File: src/rtl/fetch_stage.sv
// Instruction fetch: owns the 8-bit PC, addresses a combinational imem and registers word+PC into IF/ID.
// Latency: one cycle from imem_addr to if_instr; one instruction per cycle; a redirect costs one bubble.
// Backpressure: stall holds the PC and IF/ID; redirect overrides stall. Optional HLT halt: FETCH_HALT_DETECT_EN.
module fetch_stage #(
    parameter logic [7:0]  RESET_PC = 8'h00,
    parameter logic [15:0] NOP_WORD = 16'h0000
) (
    input  logic        clk,
    input  logic        rst_n,
    input  logic        stall,
    input  logic        redirect_valid,
    input  logic [7:0]  redirect_addr,
    output logic [7:0]  imem_addr,
    input  logic [15:0] imem_data,
    output logic [15:0] if_instr,
    output logic [7:0]  if_pc,
    output logic        if_valid,
    output logic        halted
);

    logic [7:0]  pc_q, pc_d;
    logic [15:0] if_instr_q, if_instr_d;
    logic [7:0]  if_pc_q, if_pc_d;
    logic        if_valid_q, if_valid_d;

`ifdef FETCH_HALT_DETECT_EN
    typedef enum logic {
        RUN  = 1'b0,
        HALT = 1'b1
    } state_t;

    state_t state_q, state_d;
    logic   hlt_fetched;

    // HLT is recognised on the word currently being fetched, so the halt takes effect at its capture edge.
    assign hlt_fetched = (imem_data[15:12] == 4'b1111);

    // Next-state and IF/ID update: redirect > stall > halt hold > normal fetch.
    always_comb begin
        pc_d       = pc_q;
        if_instr_d = if_instr_q;
        if_pc_d    = if_pc_q;
        if_valid_d = if_valid_q;
        state_d    = state_q;
        if (redirect_valid) begin
            pc_d       = redirect_addr;
            if_instr_d = NOP_WORD;
            if_valid_d = 1'b0;
            state_d    = RUN;
        end else if (stall) begin
            // everything holds
        end else if (state_q == HALT) begin
            if_instr_d = NOP_WORD;
            if_valid_d = 1'b0;
        end else begin
            if_instr_d = imem_data;
            if_pc_d    = pc_q;
            if_valid_d = 1'b1;
            if (hlt_fetched) begin
                // PC parks on the HLT address so a later redirect is the only way out.
                state_d = HALT;
            end else begin
                pc_d = pc_q + 8'd1;
            end
        end
    end

    // State register for the RUN/HALT machine.
    always_ff @(posedge clk or negedge rst_n) begin
        if (!rst_n) begin
            state_q <= RUN;
        end else begin
            state_q <= state_d;
        end
    end

    assign halted = (state_q == HALT);
`else
    // Next-state and IF/ID update: redirect > stall > normal fetch; HLT words are ordinary instructions.
    always_comb begin
        pc_d       = pc_q;
        if_instr_d = if_instr_q;
        if_pc_d    = if_pc_q;
        if_valid_d = if_valid_q;
        if (redirect_valid) begin
            pc_d       = redirect_addr;
            if_instr_d = NOP_WORD;
            if_valid_d = 1'b0;
        end else if (!stall) begin
            if_instr_d = imem_data;
            if_pc_d    = pc_q;
            if_valid_d = 1'b1;
            pc_d       = pc_q + 8'd1;
        end
    end

    assign halted = 1'b0;
`endif

    // PC and IF/ID pipeline register; reset clears outputs immediately.
    always_ff @(posedge clk or negedge rst_n) begin
        if (!rst_n) begin
            pc_q       <= RESET_PC;
            if_instr_q <= NOP_WORD;
            if_pc_q    <= 8'h00;
            if_valid_q <= 1'b0;
        end else begin
            pc_q       <= pc_d;
            if_instr_q <= if_instr_d;
            if_pc_q    <= if_pc_d;
            if_valid_q <= if_valid_d;
        end
    end

    // imem_addr comes straight off the PC flop, with no input-to-address path.
    assign imem_addr = pc_q;
    assign if_instr  = if_instr_q;
    assign if_pc     = if_pc_q;
    assign if_valid  = if_valid_q;

endmodule

File: config.mk
export PLATFORM = sky130hd
export DESIGN_NAME = fetch_stage
export DESIGN_NICKNAME = d
export VERILOG_FILES = /design/src/rtl/fetch_stage.sv
export SDC_FILE = /design/constraint.sdc
export NUM_CORES = 1
export LEC_CHECK = 0
export BUFFER_PORTS_ARGS = -buffer_cell sky130_fd_sc_hd__buf_2
export CAP_MARGIN = 20
export CORE_MARGIN = 2
export CORE_UTILIZATION = 35
export CTS_CLUSTER_DIAMETER = 60
export DETAILED_ROUTE_END_ITERATION = 6
export PLACE_DENSITY_LB_ADDON = 0.3
export SETUP_SLACK_MARGIN = 0.05
export SLEW_MARGIN = 20
export SYNTH_ARGS = -nofsm -noshare
export SYNTH_HDL_FRONTEND = slang
export SYNTH_SLANG_ARGS = --single-unit
File: constraint.sdc
create_clock -name clk -period 1.4 [get_ports clk]
set_input_delay 0.07 -clock clk [delete_from_list [all_inputs] [get_ports clk]]
set_output_delay 0.07 -clock clk [all_outputs]
set_load 0.02 [all_outputs]
==> metrics <==
vias in the first global route 1164; crit-path cells nand4_2 -> or4_1 -> nand3_1; sequential-to-total area share from yosys stat 0.5607; row count 23; die area 4742 um2; share of post-route cells with drive strength above 1 0.4375; H-Tree Depth 2; antenna cells 0; dpl hpwl 2.339 mm; clock skew 0.002743 ns; status complete, no violations; Hold Path Class input pin to register; Peak VDD IR 0.5713 mV; Slowest Stage Delay on Critical Path 0.48 ns; leakage power 1.026 nW; initial antenna violation count 0; Final Hold Viols 0; fmax 0.7811 GHz; post-CTS sizing 0; Detail Route Antenna Nets 0; Final min period 1.280 ns; CP endpoint kind register; CORE AREA 4029 um2; Final Max Slew Viols 0; CP Max Fanout 7; routed len/inst 13.06 um; Setup TNS Final 0 ns; R2R Setup Slk 0.12 ns; synth warn 0; Slew HR 0.5168; DR iter-0 viols 53; commonest cells after routing, fill and taps aside 60 x buf_2, 31 x dfrtp_1, 17 x mux2i_1; gr ovfl total 0; reg2reg end imem_addr[7]; post-CTS setup buffer count 0; Bufs and invs on worst path 0; period utilization 0.9144; Reg clk slew, reported paths 0.06 ns; final setup vio count 0; Yosys reg bits 33; largest area contributor in the netlist dfrtp_1; Worst Hold Path Cells 3; CTS root buf clkbuf_8; commonest non-fill, non-tap cell in the layout buf_2; Avg Cell Area, Syn 11.97 um2; detailed-route wire length 3.160 mm; FF-to-FF Start imem_addr[2]; Mapped Area 1473 um2; GPL Wtd Cong 0.7468; hold worst-path end imem_addr[3]; Worst Path Required 1.62 ns; max-capacitance violation count 0; CTS tree yes; Worst path slowest cell dfrtp_1; vias post-DR 1181; Design Area, Final 1943 um2; Die Ht 68.87 um; crit path launch type register; pin count of the biggest net entering global routing 34; Sink Count 33; total track usage 0.1440; Skew-Pair Late Insertion Delay 0.28 ns; Synth cell types 23; worst slew pin tran 0.7248 ns; Clock Path Buffers 2; Initial Utilization 0.3655; min-delay src redirect_addr[3]; PwrDens 1208 nW/um2; final net count 221; Mapped Cells 123; Crit Path Class register to register; post-place instance area 1807 um2; Worst Reg-to-Reg Cells 3; Synth area leaders dfrtp_1 56%, mux2i_1 12%, mux2_2 6.1%; overall die width 68.87 um; drt drc 0; syn nets 152; post-synth top area share 0.5607; RSZ-0062 raised after global routing no; area grow syn2layout 31.95%; # port buffers 60; Crit path arrival time 1.50 ns; vias per cell 4.880; Num CTS Buffers 5; first-pass GRT wire length 4.968 mm; Pre-antenna DRT Iters 4; Top Ports 62; critical path's top delay family simple AND/OR/NAND/NOR gates
## synthesized netlist by cell type
library cell,count
nand3b_1,1
xor2_1,4
dfrtp_1,33
nor2_1,16
nor2b_1,3
buf_4,3
nand2b_4,1
nand3_1,4
ha_1,1
nand4_2,1
conb_1,1
clkbuf_1,2
buf_6,1
or4_1,3
clkbuf_8,2
nor2_2,1
mux2_2,8
nand4b_1,3
inv_1,1
mux2i_1,17
nand2_1,8
a21oi_1,1
o21ai_0,8
## cells by family after synthesis
kind of cell | synth area share
flip-flops | 0.5607
AND/OR/NAND/NOR | 0.1478
XOR/XNOR | 0.02379
buffers and inverters | 0.04928
multiplexers | 0.1767
other | 0.002546
adder cells (fa/ha/maj) | 0.008495
AO/OA/AOI/OAI | 0.03058
## flip-flops by register name, indices dropped and copies added (netlist names)
signal / cells
if_instr: 16
if_pc: 8
if_valid: 1
imem_addr: 8
## per-layer routing
metal  part of all wire  global-route usage  up-vias
li1                   -                   -      557
met1               0.43              0.1594      576
met2               0.47              0.2560       45
met3              0.084             0.05357        3
met4              0.011             0.04412        0
met5                  0                   0        -
## where the power goes
group | internal [mW] | total [mW] | leakage (nW) | switching, mW
clock network | 0.389 | 0.706 | 0.0443 | 0.316
registers | 1.05 | 1.12 | 0.417 | 0.0696
logic | 0.216 | 0.518 | 0.564 | 0.302
total | 1.66 | 2.35 | 1.03 | 0.688
## worst max path at each step
stage	startpoint	to	depth (start not counted)
floorplan	imem_addr[0]	imem_addr[6]	4
global placement	imem_addr[0]	imem_addr[6]	4
detailed placement	imem_addr[2]	imem_addr[7]	3
CTS	imem_addr[2]	imem_addr[5]	3
global route	imem_addr[2]	imem_addr[7]	3
finish	imem_addr[2]	imem_addr[7]	3
## what timing repair did
item | 4_1_cts | 5_1_grt
endpoints found under the setup margin | 0 | 0
endpoints found under the hold margin | 37 | 0
hold buffers | 5 | 0
## metrics by stage
step	power (mW)	utilization	hold WS, ns	std cells	worst slack (ns)
after floorplan	1.448	-	-0.2256	123	0.05100
after global placement	1.640	0.4484	0.1567	230	0.1761
after detailed placement	1.655	0.4484	0.1737	230	0.1515
after CTS	2.388	0.4823	0.0006893	242	0.1283
after global routing	2.477	0.4823	0.02076	242	0.06232
final	2.348	0.4823	0.008529	242	0.1198
## worst reg2reg max path: cells and delay by family (launching register included)
family / cells / cell delay (ns)
flip-flops: 1 / 0.48
AND/OR/NAND/NOR: 3 / 0.73
## cell type report
type,count,area [um2]
repair buffers,70,387.9
flip-flops and latches,33,828.3
multi-input cells,81,574.3
inverters,1,3.754
clock buffers,7,86.33
well taps,50,62.56
fillers,405,2086
Note: power is estimated with default switching activity, not from simulation.
